==> config.mk <==
export PLATFORM = sky130hd
export DESIGN_NAME = fpcvt_pipe
export DESIGN_NICKNAME = d
export VERILOG_FILES = /design/src/rtl/fpcvt_pkg.sv /design/src/rtl/fpcvt_lzc.sv /design/src/rtl/fpcvt_pipe.sv
export SDC_FILE = /design/constraint.sdc
export NUM_CORES = 1
export LEC_CHECK = 0
export ABC_AREA = 1
export BUFFER_PORTS_ARGS = -buffer_cell sky130_fd_sc_hd__buf_2
export CORE_MARGIN = 4
export CORE_UTILIZATION = 57
export DETAILED_ROUTE_END_ITERATION = 7
export PLACE_DENSITY = 0.79
export SYNTH_ARGS = -nofsm -noshare
export SYNTH_HDL_FRONTEND = slang
export SYNTH_HIERARCHICAL = 1
export SYNTH_SLANG_ARGS = --single-unit
==> constraint.sdc <==
create_clock -name clk -period 1.8 [get_ports clk]
set_input_delay 0.36 -clock clk [delete_from_list [all_inputs] [get_ports clk]]
set_output_delay 0.36 -clock clk [all_outputs]
set_load 0.005 [all_outputs]
==> src/rtl/fpcvt_pkg.sv <==
// Shared widths and stage-record types for the integer-to-float converter and its packing logic.
package fpcvt_pkg;

    localparam int DEF_IN_W  = 12;
    localparam int DEF_EXP_W = 3;
    localparam int DEF_MAN_W = 4;
    localparam int DEF_E_MAX = 2**DEF_EXP_W - 1;
    localparam int DEF_K     = DEF_IN_W - DEF_MAN_W;
    localparam int DEF_LZ_W  = $clog2(DEF_IN_W + 1);

    typedef struct packed {
        logic                  s;
        logic                  special;
        logic [DEF_IN_W-1:0]   mag;
    } s1_t;

    // Exponent carries one spare bit so rounding overflow is visible before the clamp
    typedef struct packed {
        logic                  s;
        logic                  special;
        logic [DEF_EXP_W:0]    e;
        logic [DEF_MAN_W-1:0]  f;
        logic                  rbit;
    } s2_t;

    typedef struct packed {
        logic                  s;
        logic [DEF_EXP_W-1:0]  e;
        logic [DEF_MAN_W-1:0]  f;
        logic                  sat;
    } result_t;

    function automatic int e_max(input int exp_w);
        return 2**exp_w - 1;
    endfunction

endpackage

==> src/rtl/fpcvt_lzc.sv <==
// Combinational leading-zero counter; an all-zero input reports W.
module fpcvt_lzc #(
    parameter int W    = 12,
    parameter int LZ_W = $clog2(W + 1)
) (
    input  logic [W-1:0]    value,
    output logic [LZ_W-1:0] lz
);

    // Scanning upward lets the highest set bit have the final say
    always_comb begin
        lz = LZ_W'(W);
        for (int i = 0; i < W; i++) begin
            if (value[i]) begin
                lz = LZ_W'(W - 1 - i);
            end
        end
    end

endmodule

==> src/rtl/fpcvt_pipe.sv <==
// Three-stage two's-complement integer to sign/exponent/mantissa converter with valid/ready flow control.
// Define FPCVT_ROUND_EN to round the mantissa half-up; otherwise it is truncated.
module fpcvt_pipe
    import fpcvt_pkg::*;
#(
    parameter int IN_W  = DEF_IN_W,
    parameter int EXP_W = DEF_EXP_W,
    parameter int MAN_W = DEF_MAN_W
) (
    input  logic             clk,
    input  logic             rst,
    input  logic             in_valid,
    output logic             in_ready,
    input  logic [IN_W-1:0]  in_data,
    output logic             out_valid,
    input  logic             out_ready,
    output logic             out_s,
    output logic [EXP_W-1:0] out_e,
    output logic [MAN_W-1:0] out_f,
    output logic             out_sat
);

    localparam int              E_MAX    = e_max(EXP_W);
    localparam int              K        = IN_W - MAN_W;
    localparam int              LZ_W     = $clog2(IN_W + 1);
    localparam logic [EXP_W:0]  E_MAX_X  = (EXP_W+1)'(E_MAX);
    localparam logic [IN_W-1:0] MOST_NEG = {1'b1, {(IN_W-1){1'b0}}};
    localparam logic [MAN_W-1:0] F_ONES  = '1;

    logic adv;

    logic             v1, s1_s, s1_special;
    logic [IN_W-1:0]  s1_mag;

    logic [LZ_W-1:0]  lz;
    logic [EXP_W:0]   e2_n;
    logic [MAN_W-1:0] f2_n;
    logic             v2, s2_s, s2_special;
    logic [EXP_W:0]   s2_e;
    logic [MAN_W-1:0] s2_f;
`ifdef FPCVT_ROUND_EN
    logic             r2_n, s2_r;
    localparam logic [MAN_W-1:0] F_HALF = {1'b1, {(MAN_W-1){1'b0}}};
`endif

    logic [EXP_W:0]   e3_n;
    logic [MAN_W-1:0] f3_n;
    logic             sat3_n;

    // Global enable: the whole pipe moves together, so bubbles are kept
    assign adv      = ~out_valid | out_ready;
    assign in_ready = adv;

    always_ff @(posedge clk) begin
        if (rst) begin
            v1         <= 1'b0;
            s1_s       <= 1'b0;
            s1_special <= 1'b0;
            s1_mag     <= '0;
        end else if (adv) begin
            v1         <= in_valid;
            s1_s       <= in_data[IN_W-1];
            s1_special <= (in_data == MOST_NEG);
            s1_mag     <= in_data[IN_W-1] ? -in_data : in_data;
        end
    end

    fpcvt_lzc #(
        .W    (IN_W),
        .LZ_W (LZ_W)
    ) u_lzc (
        .value (s1_mag),
        .lz    (lz)
    );

    // Small magnitudes fit the mantissa exactly and stay denormal with E = 0
    always_comb begin
        e2_n = '0;
        f2_n = s1_mag[MAN_W-1:0];
`ifdef FPCVT_ROUND_EN
        r2_n = 1'b0;
`endif
        if (int'(lz) < K) begin
            e2_n = (EXP_W+1)'(K - int'(lz));
            f2_n = MAN_W'((s1_mag << lz) >> (IN_W - MAN_W));
`ifdef FPCVT_ROUND_EN
            r2_n = 1'((s1_mag << lz) >> (IN_W - 1 - MAN_W));
`endif
        end
    end

    always_ff @(posedge clk) begin
        if (rst) begin
            v2         <= 1'b0;
            s2_s       <= 1'b0;
            s2_special <= 1'b0;
            s2_e       <= '0;
            s2_f       <= '0;
`ifdef FPCVT_ROUND_EN
            s2_r       <= 1'b0;
`endif
        end else if (adv) begin
            v2         <= v1;
            s2_s       <= s1_s;
            s2_special <= s1_special;
            s2_e       <= e2_n;
            s2_f       <= f2_n;
`ifdef FPCVT_ROUND_EN
            s2_r       <= r2_n;
`endif
        end
    end

    always_comb begin
        e3_n   = s2_e;
        f3_n   = s2_f;
        sat3_n = 1'b0;
`ifdef FPCVT_ROUND_EN
        if (s2_r) begin
            if (s2_f != F_ONES) begin
                f3_n = s2_f + MAN_W'(1);
            end else begin
                f3_n = F_HALF;
                e3_n = s2_e + (EXP_W+1)'(1);
            end
        end
`endif
        if (s2_special || (e3_n > E_MAX_X)) begin
            e3_n   = E_MAX_X;
            f3_n   = F_ONES;
            sat3_n = 1'b1;
        end
    end

    always_ff @(posedge clk) begin
        if (rst) begin
            out_valid <= 1'b0;
            out_s     <= 1'b0;
            out_e     <= '0;
            out_f     <= '0;
            out_sat   <= 1'b0;
        end else if (adv) begin
            out_valid <= v2;
            out_s     <= s2_s;
            out_e     <= e3_n[EXP_W-1:0];
            out_f     <= f3_n;
            out_sat   <= sat3_n;
        end
    end

endmodule

; Yosys cells after proc, flatten, opt, wreduce, memory -nomap -nowiden
; Cells that the tools add are included.
[word_totals]
register_bits = 36
inputBits = 16
output_inout_bits = 11
[op_classes]
n_addsub = 2
magnitude_cmp = 2
n_eq_ne = 1
shifts = 1
n_mux = 18
bitwise = 2
reduce_logical = 1
[ops]
columns = op, n
row1 = 4-bit 2-to-1 mux, 11
row2 = 3-bit 2-to-1 mux, 5
row3 = 12-bit == test (second input constant), 1
row4 = 12-bit 2-to-1 mux, 1
row5 = 12-bit negator, 1
row6 = 12-bit by 4-bit << shifter with 12-bit output, 1
row7 = 4-bit by 3-bit > comparator with 1-bit output (second input constant), 1
row8 = 4-bit < comparator (second input constant), 1
row9 = 4-bit subtractor (first input constant), 1
row10 = 1-bit logical OR, 1
row11 = 1-bit 2-to-1 mux, 1
row12 = 1-bit NOT, 1
row13 = 1-bit OR, 1

; Longest topological paths before layout
; Gate-level depths: netlist of run 1.
[logic_depth]
word_depth = 14
mapped_depth = 19
ltp_nobuf = 18

; Modules after synthesis
; Netlist of run 1, hierarchy kept.
[by_module_without_submodules]
columns = mod, n_inst, cells_each, area_each_um2, seq_area_each_um2
row1 = fpcvt_pipe, 1, 276, 1859.3, 720.7
row2 = fpcvt_lzc, 1, 34, 143.9, 0.0

; Worst setup path before layout of run 1
; No wires, ideal clock.
[synth_path]
path_type = reg2reg
startpoint = reg s1_mag[1]
endpoint = reg s2_e[2]
t_arrival_ns = 1.595
required_time_ns = 1.730
path_slack_ns = 0.135
path_stages_with_launch = 11
n_path_buf = 0
synth_period_minus_slack_ns = 1.665
cell_sequence = dfxtp_1 or2_1 nand3_1 nand2_1 nand3_1 a21boi_1 inv_1 ha_1 xnor2_1 nand2_1 a21oi_1
[synth_via]
elab_chain_len = 13
elab_cells_between_ends = 14
classes_between = add/sub (1) / order compare (1) / mux (12)
[synth_rtl]
columns = item, line
row1 = "start, declared", fpcvt_pipe.sv:33  ; logic [IN_W-1:0] s1_mag;
row2 = "start signal, assigned", fpcvt_pipe.sv:64  ; s1_mag <= in_data[IN_W-1] ? -in_data : in_data;
row3 = 3-bit 2-to-1 mux (*) (3 in series), fpcvt_lzc.sv:14  ; if (value[i]) begin
row4 = 4-bit 2-to-1 mux (*) (8 in series), fpcvt_lzc.sv:14
row5 = net lz[1], fpcvt_pipe.sv:35  ; logic [LZ_W-1:0] lz;
row6 = 4-bit subtractor or 4-bit < comparator (tied branches), "fpcvt_pipe.sv:84, fpcvt_pipe.sv:83"
row7 = 4-bit 2-to-1 mux (*), fpcvt_pipe.sv:83  ; if (int'(lz) < K) begin
row8 = "end signal, assigned", fpcvt_pipe.sv:106  ; s2_e <= e2_n;
row9 = "end, declared", fpcvt_pipe.sv:39  ; logic [EXP_W:0] s2_e;
; Mark *: on every way through the listed nets, which the timed path passes. The rest lies on a longest branch.
; A chain may end at the register's enable or synchronous reset.

; Final worst setup path of run 1
[layout_path]
startpoint = reg s1_mag[1]
endpoint = reg s2_f[1]
[layout_via]
elab_chain_len = 13
elab_cells_between_ends = 14
classes_between = order compare (1) / shift (1) / mux (12)
[layout_rtl]
columns = item, line
row1 = 3-bit 2-to-1 mux (*) (3 in series), fpcvt_lzc.sv:14
row2 = 4-bit 2-to-1 mux (*) (8 in series), fpcvt_lzc.sv:14
row3 = net lz[0], fpcvt_pipe.sv:35
row4 = 12-bit by 4-bit << shifter with 12-bit output or 4-bit < comparator (tied branches), "fpcvt_pipe.sv:85, fpcvt_pipe.sv:83"
row5 = 4-bit 2-to-1 mux (*), fpcvt_pipe.sv:83
row6 = "end signal, assigned", fpcvt_pipe.sv:107  ; s2_f <= f2_n;
row7 = "end, declared", fpcvt_pipe.sv:40  ; logic [MAN_W-1:0] s2_f;
; Marks and branches as above.

==> impl_metrics.toml, run 1 <==
[run_status]
status = "finished, violations left"
violations = "setup timing"

[logic_synthesis]
synth-xor-area-share_pct = 0.874
muxShareOfSynthArea_pct = 0
syn_avg_cell_area_sq_um = 6.46
synth_fa_ha_area_share_pct = 1.25
synth_simple_gate_area_share_pct = 26.3
synth_cells = 310
synth_warnings = 6
synth_compound_area_share_pct = 23.4
synthesis.area_sq_mm = 0.00200
ys_ff_latch = 36
yosysUniqueCellTypes = 27
yosysSeqAreaShare_pct = 36.0
syn_nets = 328
synth_top_family_by_area = "simple AND/OR/NAND/NOR gates"

[timing]
max_freq_ghz = 0.535
setup_ws_ns = -0.0689
finalCriticalPeriod_ns = 1.87
slew_viol_final = 0
finalCritPeriodShare_pct = 104
finClkSkew_ns = 0.0133
slew-limit-headroom_pct = 68.6
tightest_slew_ns = 0.470
setup_viol = 3
rsz0062_at_grt = "yes"
hold_viol = 0

[power_and_ir_drop]
total_power_mw = 2.02
leakage_nw = 1.16
pwr_density_cell_mw_per_mm2 = 850
vdd_drop_max_mv = 0.500

[setup_path]
crit_arrival_ns = 2.09
endpoint_kind = "register"
r2r_end = "s2_f[1]"
rrSetupSlack_ns = -0.07
r2r-start = "s1_mag[1]"
cp_max_fo = 4
endpoint = "s2_f[1]"
reg2reg_depth = 18
critPathLaunchType = "register"
crit_required_ns = 2.02
startpoint = "s1_mag[1]"
critPathKind = "reg2reg"

[floorplan]
coreArea_sq_mm = 0.00336
num_io_pins = 27
die_x_um = 67.3
rows = 21
start_util_pct = 59.6
die_y_um = 67.3
fp.dieArea_sq_mm = 0.00453

[layout]
drive_gt1_share_pct = 23.1
mostFrequentLayoutCell = "nand2_1"
antenna_cells = 0
fin_cells = 397
layout_common_cells = "nand2_1, nor2_1, o21ai_0, dfxtp_1, inv_1"
final_util_pct = 70.6
area_delta_synth_final_pct = 18.6
n_fill_cell = 315
layout.nets = 368

[global_route]
grt_usage_pct = 23.3
gr-usage-met1_pct = 29.6
antenna_found_initial = 0
met2_usage_pct = 38.5
grt_pass1_wl_um = 8010
first_global_vias = 1779
met3_usage_pct = 4.33
top_usage_layer = "met2"
grt_overflow = 0
grt_max_degree = 35

[routing]
first_pass_iters = 4
vias = 2092
routed_wl_um = 4820
first_iter_violations = 94
viasPerCell = 5.27
wl_per_cell_um = 12.1
ant_nets = 0
drc = 0

[clocking]
cts_sinks = 36
clk_latency_ns = 0.34
cts_max_path_buffers = 2
htreeDepth = 2
clk_pin_slew_ns = 0.12
cts_buffers = 5
cts_tree = "yes"
ctsRootBufferMaster = "clkbuf_4"

[flow_run]
cap_viol_max_count = 0

[place]
hpwl_um = 3470
portBuffers = 26
dp.cells = 384
gp_congestion = 0.933
pre_cts_ws_ns = 0.0160

[min_path]
hp-class = "in2reg"
==> power by group <==
| part | leakage [nW] | switching [mW] | internal [mW] |
|---|---|---|---|
| clock network | 0.0349 | 0.279 | 0.150 |
| logic | 0.823 | 0.363 | 0.289 |
| registers | 0.298 | 0.0515 | 0.885 |
| total | 1.16 | 0.694 | 1.32 |
==> state kept, by name, indices dropped and copies added (netlist names) <==
register    flops
s1_mag         12
out_f           4
s2_e            4
s2_f            4
out_e           3
out_s           1
out_sat         1
out_valid       1
s1_s            1
s1_special      1
s2_s            1
s2_special      1
v1              1
v2              1
==> stage by stage <==
step	setup TNS (ns)	hold WS, ns	cell area [sq um]
finish	-0.113	0.271	2370
global placement	0	0.440	2210
floorplan	0	0.429	2000
CTS	0	0.270	2280
detailed placement	0	0.451	2210
global route	-0.938	0.318	2370
==> critical path, cell delays in order (launching register included) <==
cell and delay [ns]:
dfxtp_2 0.37, inv_2 0.04, nand2_2 0.04, nand2_1 0.04, nand2_1 0.05, nand2_1 0.04
nand2_1 0.06, nand2_1 0.05, nand2_1 0.05, nand2_1 0.05, nand2_1 0.07, a21oi_2 0.07
buf_6 0.13, buf_6 0.12, buf_4 0.12, o21ai_2 0.15, nor2_1 0.06, nor2_1 0.16
a21oi_1 0.08
==> cells by family after synthesis <==
family,after synthesis
xor+xnor,2
compound gates,87
buf+inv,53
fa+ha+maj,2
simple gates,130
flops,36
==> cell type report <==
class,count,area (sq um),area share [%]
Tap cell,46,57.6,2.42
Clock inverter,3,18.8,0.790
Clock buffer,5,37.5,1.58
Inverter,39,154,6.48
Multi-Input combinational cell,221,1080,45.5
Timing Repair Buffer,47,303,12.8
Sequential cell,36,723,30.5
==> how the worst min path moves through the flow <==
stage	to	start	depth (start not counted)	slack [ns]
5_1_grt	v1	in_valid	3	0.32
2_1_floorplan	v2	v2	2	0.43
6_report	v1	in_valid	3	0.27
3_5_place_dp	out_valid	v2	2	0.45
3_3_place_gp	v2	v2	2	0.44
4_1_cts	v1	in_valid	3	0.27
==> cell usage after synthesis <==
master	count	area (sq um)
nor2_1	42	158
a21oi_1	32	160
a21boi_1	1	7.51
inv_2	4	15.0
nand3_1	14	70.1
nand3b_1	1	7.51
a31oi_1	2	12.5
a21oi_2	2	17.5
ha_1	2	25.0
or2_1	2	12.5
clkbuf_1	5	18.8
o21ai_1	2	10.0
or2_2	1	6.26
nor2_2	3	18.8
buf_4	3	22.5
nand4_1	1	6.26
buf_2	2	10.0
dfxtp_1	36	721
inv_4	1	6.26
o21ai_0	42	210
o21bai_1	2	15.0
inv_1	34	128
buf_6	4	45.0
a32oi_1	1	8.76
xnor2_1	2	17.5
nand2_1	66	248
o21ai_2	3	26.3
==> layer usage <==
| metal | part of all wire [%] | wire length, um | vias to the layer above |
|---|---|---|---|
| met4 | 3.1 | 150 | 0 |
| met5 | 0 | 0 | - |
| met1 | 45 | 2140 | 944 |
| met3 | 4.4 | 212 | 15 |
| met2 | 48 | 2310 | 52 |
| li1 | - | - | 1081 |
==> what timing repair did <==
item / 4_1_cts / 5_1_grt
pin swaps: 0 / 13
hold buffers: 0 / 0
setup endpoints to repair: 2 / 7
gates resized for setup: 3 / 23
endpoints found under the hold margin: 0 / 0
setup buffers: 0 / 5
(Power assumes the default switching activity.)
==> run 2: changes to the inputs <==
Settings changed: ABC_AREA 1 to default, CORE_UTILIZATION 57 to 56, MAX_ROUTING_LAYER from default to met4, PLACE_DENSITY 0.79 to 0.78.
==> impl_metrics.toml, run 2 <==
[run_status]
status = "finished, violations left"
violations = "setup timing"

[logic_synthesis]
synth_ff_type = "dfxtp_1"
netlist.area_leader.share_pct = 38.1
synth_area_leaders = "dfxtp_1, nor2_1, mux4_2"
yosysSeqAreaShare_pct = 38.1
async_reset_ff_share_pct = 0
synth_top_cell_by_area = "dfxtp_1"
synthTopCellsByCount = "dfxtp_1, nor2_1, nand2_1"
synthesis.area_sq_mm = 0.00189
synth_cells = 222
yosysUniqueCellTypes = 42
syn_avg_cell_area_sq_um = 8.51
syn_nets = 240
synth_warnings = 6
synth_most_common_cell = "dfxtp_1"
ys_ff_latch = 36
synth_edf_count = 0

[floorplan]
start_util_pct = 60.4
rows = 20
coreArea_sq_mm = 0.00313
die_x_um = 66.1
num_io_pins = 27
fp.dieArea_sq_mm = 0.00437
die_y_um = 66.1

[timing]
finalCritPeriodShare_pct = 124
finalCriticalPeriod_ns = 2.24
slew_viol_final = 0
setup_ws_ns = -0.440
finClkSkew_ns = 0.0132
rsz0062_at_grt = "yes"
hold_viol = 0
slew-limit-headroom_pct = 69.9
setup_viol = 6
tightest_slew_ns = 0.451
max_freq_ghz = 0.447

[setup_path]
cp_num_cells = 8
critPathKind = "reg2reg"
cp_slowest_cell = "mux4_2"
reg2reg_depth = 8
r2r-start = "s1_mag[5]"
critPathLaunchType = "register"
r2r_end = "s2_f[1]"
crit_buf_inv = 2
rrSetupSlack_ns = -0.44
endpoint_kind = "register"
max_stage_delay_ns = 0.46
path_delay_family = "compound AO/OA/AOI/OAI gates"
crit_chain = "inv_1, a21oi_1, o21ai_1, o31a_1, buf_4, mux4_2, a2111oi_4, nor3_2"
crit_required_ns = 2.03
cp_max_fo = 4
crit_arrival_ns = 2.47

[place]
hpwl_um = 3300
gp_congestion = 0.937
portBuffers = 26
pre_cts_ws_ns = -0.420

[routing]
drc = 0
first_pass_iters = 4
viasPerCell = 5.78
ant_nets = 0
vias = 1901
wl_per_cell_um = 15.9
routed_wl_um = 5220
first_iter_violations = 180

[flow_run]
cap_viol_max_count = 0

[power_and_ir_drop]
clkPwrFrac_pct = 24.8
share_comb_of_total_power_pct = 33.5
pwr_density_cell_mw_per_mm2 = 873
vdd_drop_max_mv = 0.470
power_frac_seq_pct = 41.7
internal_power_mw = 1.56
netSwitchingFraction_pct = 30.9
switchingPower_mw = 0.698
leakage_nw = 1.11
total_power_mw = 2.26

[clocking]
clk_pin_slew_ns = 0.11
cts_max_path_buffers = 2
clk_latency_ns = 0.34
holdBufCountCts = 0
cts_buffers = 5
cts_sinks = 36
cts_tree = "yes"
ctsRootBufferMaster = "clkbuf_4"
htreeDepth = 2

[min_path]
holdPathStages = 3
hp-class = "in2reg"
holdPathEnd = "v1"
hp-start = "in_valid"

[layout]
top_register = "s1_mag"
drive_gt1_share_pct = 39.6
antenna_cells = 0
largest_reg_flops = 12
layout_common_cells = "buf_4, dfxtp_1, nor2_1, buf_2, nand2_1"
mostFrequentLayoutCell = "buf_4"
n_fill_cell = 205
area_delta_synth_final_pct = 36.8
layout.nets = 302

[global_route]
antenna_found_initial = 0
grt_overflow = 0
grt_usage_pct = 24.8
first_global_vias = 1703
grt_max_degree = 24
grt_pass1_wl_um = 8110
## run 2: changes by cell type in the layout (fill, tap and decap cells not counted), moves of 6 or more
cell,delta
a211oi_1,+7
a21oi_1,-16
buf_4,+27
inv_1,-28
mux2i_1,+7
nand2_1,-44
nand3_1,-13
nor2_1,-14
o21ai_0,-29
o21ai_2,-6
o22ai_1,+10
xor2_1,+7
## run 2: cell type report
type,count,area [sq um],area share (%)
Clock inverter,2,35.0,1.36
Sequential cell,36,736,28.5
Timing Repair Buffer,71,472,18.3
Clock buffer,6,41.3,1.60
Multi-Input combinational cell,163,1220,47.2
Inverter,7,26.3,1.02
Tap cell,44,55.1,2.13
## run 2: power by group through the flow
stage	clock network, mW	registers (mW)	logic (mW)
3_3_place_gp	0	0.944	0.590
6_report	0.559	0.941	0.756
3_5_place_dp	0	0.947	0.601
4_1_cts	0.562	0.933	0.665
5_1_grt	0.610	0.950	0.820
2_1_floorplan	0	0.948	0.373
## run 2: worst max path at each step
stage | startpoint | end | slack, ns
after floorplan | s1_mag[3] | s2_f[2] | -0.23
after global placement | s1_mag[4] | s2_f[0] | -0.29
after detailed placement | s1_mag[5] | s2_f[3] | -0.42
after CTS | s1_mag[5] | s2_f[1] | -0.31
after global routing | s1_mag[7] | s2_f[1] | -0.55
final | s1_mag[5] | s2_f[1] | -0.44
## run 2: logic make-up after synthesis
group | Yosys count | share of synthesized area, %
mux | 11 | 8.48
fa+ha+maj | 2 | 1.32
simple gates | 80 | 21.5
flops | 36 | 38.1
xor+xnor | 9 | 4.17
buf+inv | 23 | 5.23
compound gates | 61 | 21.2
## run 2: repair_timing
action                     in CTS  in global routing
setup endpoints to repair       8                  9
buffers inserted                4                  2
gates resized for setup        12                 18
pin swaps                       2                  7
## run 2: metal layers
metal	GRT usage (%)	vias to the layer above	wire length [um]
met4	8.12	0	46
met3	5.61	7	296
met1	31.5	904	2240
li1	-	927	-
met5	-	-	0
met2	39.2	63	2630
## run 2: through the flow
stage                     instances  hold WS, ns  utilization (%)  TNS, ns  instance area, sq um
after global routing            329        0.252             82.6    -2.96                  2580
final                           329        0.252             82.6    -1.88                  2580
after global placement          315        0.438             74.5    -1.48                  2330
after CTS                       327        0.243             79.9    -1.45                  2500
after floorplan                 222        0.428                -   -0.517                  1920
after detailed placement        315        0.442             74.5    -1.86                  2330
## run 2: worst reg2reg max path: stages, from the launching register on
cell and delay [ns]:
dfxtp_4 0.40, inv_1 0.05, a21oi_1 0.17, o21ai_1 0.09, o31a_1 0.33, buf_4 0.16, mux4_2 0.46, a2111oi_4 0.40
nor3_2 0.07
==> run 3: changes to the inputs <==
Settings changed: RECOVER_POWER from default to 50.
==> impl_metrics.toml, run 3 (synthesis results as in run 2) <==
[routing]
drc = 0
vias = 1968
routed_wl_um = 5260
viasPerCell = 5.98
ant_nets = 0
first_pass_iters = 5
wl_per_cell_um = 16.0
first_iter_violations = 160

[place]
placed_cell_area_sq_mm = 0.00233
portBuffers = 26
pre_cts_ws_ns = -0.420
hpwl_um = 3300
gp_congestion = 0.937

[timing]
finalCriticalPeriod_ns = 2.25
setup_tns_ns = -1.92
setup_ws_ns = -0.445
finClkSkew_ns = 0.0130
slew_viol_final = 0
slew-limit-headroom_pct = 69.3
finalCritPeriodShare_pct = 125
max_freq_ghz = 0.445
tightest_slew_ns = 0.461
rsz0062_at_grt = "yes"
hold_viol = 0
setup_viol = 8

[clocking]
cts_tree = "yes"
cts_max_path_buffers = 2
holdBufCountCts = 0
cts_sinks = 36
clk_pin_slew_ns = 0.12
clk_latency_ns = 0.35
cts_buffers = 5
htreeDepth = 2
ctsRootBufferMaster = "clkbuf_4"

[layout]
layout_common_cells = "buf_4, dfxtp_1, nor2_1, buf_2, nand2_1"
antenna_cells = 0
fin_area_sq_mm = 0.00257
mostFrequentLayoutCell = "buf_4"
layout.nets = 302
drive_gt1_share_pct = 37.2
largest_reg_flops = 12
area_delta_synth_final_pct = 36.1
top_register = "s1_mag"
final_util_pct = 82.2

[setup_path]
crit_chain = "nor3_4, o21ai_2, o21ai_1, o31a_1, buf_4, mux4_2, a2111oi_4, nor3_2"
cp_slowest_cell = "mux4_2"
crit_required_ns = 2.03
crit_arrival_ns = 2.48
endpoint_kind = "register"
critPathLaunchType = "register"
path_delay_family = "compound AO/OA/AOI/OAI gates"
cp_max_fo = 4
crit_buf_inv = 1
critPathKind = "reg2reg"
max_stage_delay_ns = 0.53

[power_and_ir_drop]
pwr_density_cell_mw_per_mm2 = 880
leakage_nw = 1.09
total_power_mw = 2.26
vdd_drop_max_mv = 0.474

[global_route]
grt_overflow = 0
grt_pass1_wl_um = 8110
grt_usage_pct = 24.8
antenna_found_initial = 0
first_global_vias = 1703
grt_max_degree = 24

[run_status]
violations = "setup timing"
status = "finished, violations left"

[floorplan]
start_util_pct = 60.4
rows = 20
die_y_um = 66.1
die_x_um = 66.1
fp.dieArea_sq_mm = 0.00437
num_io_pins = 27
coreArea_sq_mm = 0.00313

[min_path]
hp-class = "in2reg"

[flow_run]
cap_viol_max_count = 0
==> run 3: changes by cell type in the layout (fill, tap and decap cells not counted) <==
cell      previous run  this run
inv_2                2         1
inv_1                5         6
buf_2               26        22
clkbuf_1             1         7
buf_4               44        42
==> run 3: final timing paths <==
kind / depth (start not counted) / startpoint / slack, ns / to
hold / removal: 3 / in_valid / 0.25 / v1
setup reg to reg: 8 / s1_mag[7] / -0.45 / s2_f[1]
setup / recovery: 8 / s1_mag[7] / -0.45 / s2_f[1]
hold reg to reg: 2 / s2_special / 0.46 / s2_special
==> run 3: worst reg2reg max path, cell delays in order, from the launching register on <==
cell       delay, ns
dfxtp_4         0.38
nor3_4          0.20
o21ai_2         0.08
o21ai_1         0.09
o31a_1          0.24
buf_4           0.14
mux4_2          0.53
a2111oi_4       0.41
nor3_2          0.07
==> run 3: stage by stage <==
stage / instances / hold slack (ns)
4_1_cts: 327 / 0.243
2_1_floorplan: 222 / 0.428
3_5_place_dp: 315 / 0.442
6_report: 329 / 0.246
3_3_place_gp: 315 / 0.438
5_1_grt: 329 / 0.252
==> run 3: cell type report <==
| class | count | area [sq um] |
|---|---|---|
| multi-input cells | 163 | 1220 |
| clock buffers | 6 | 41.3 |
| fillers | 211 | 557 |
| well taps | 44 | 55.1 |
| inverters | 7 | 26.3 |
| flip-flops and latches | 36 | 736 |
| clock inverters | 2 | 35.0 |
| repair buffers | 71 | 459 |
==> run 3: where the power goes <==
part,internal [mW],switching (mW),total (mW)
clock,0.291,0.274,0.565
sequential,0.880,0.0621,0.942
combinational,0.384,0.371,0.755
total,1.55,0.707,2.26
==> run 3: what timing repair did <==
action,4_1_cts,5_1_grt
gates resized for setup,12,18
setup endpoints to repair,8,9
pin swaps,2,7
setup buffers,4,2
==> run 3: per-layer routing <==
metal | routed length (um) | track usage [%] | share of wire [%]
met5 | 0 | - | 0
met4 | 44 | 8.12 | 0.84
met3 | 331 | 5.61 | 6.3
met2 | 2630 | 39.2 | 50
met1 | 2250 | 31.5 | 43
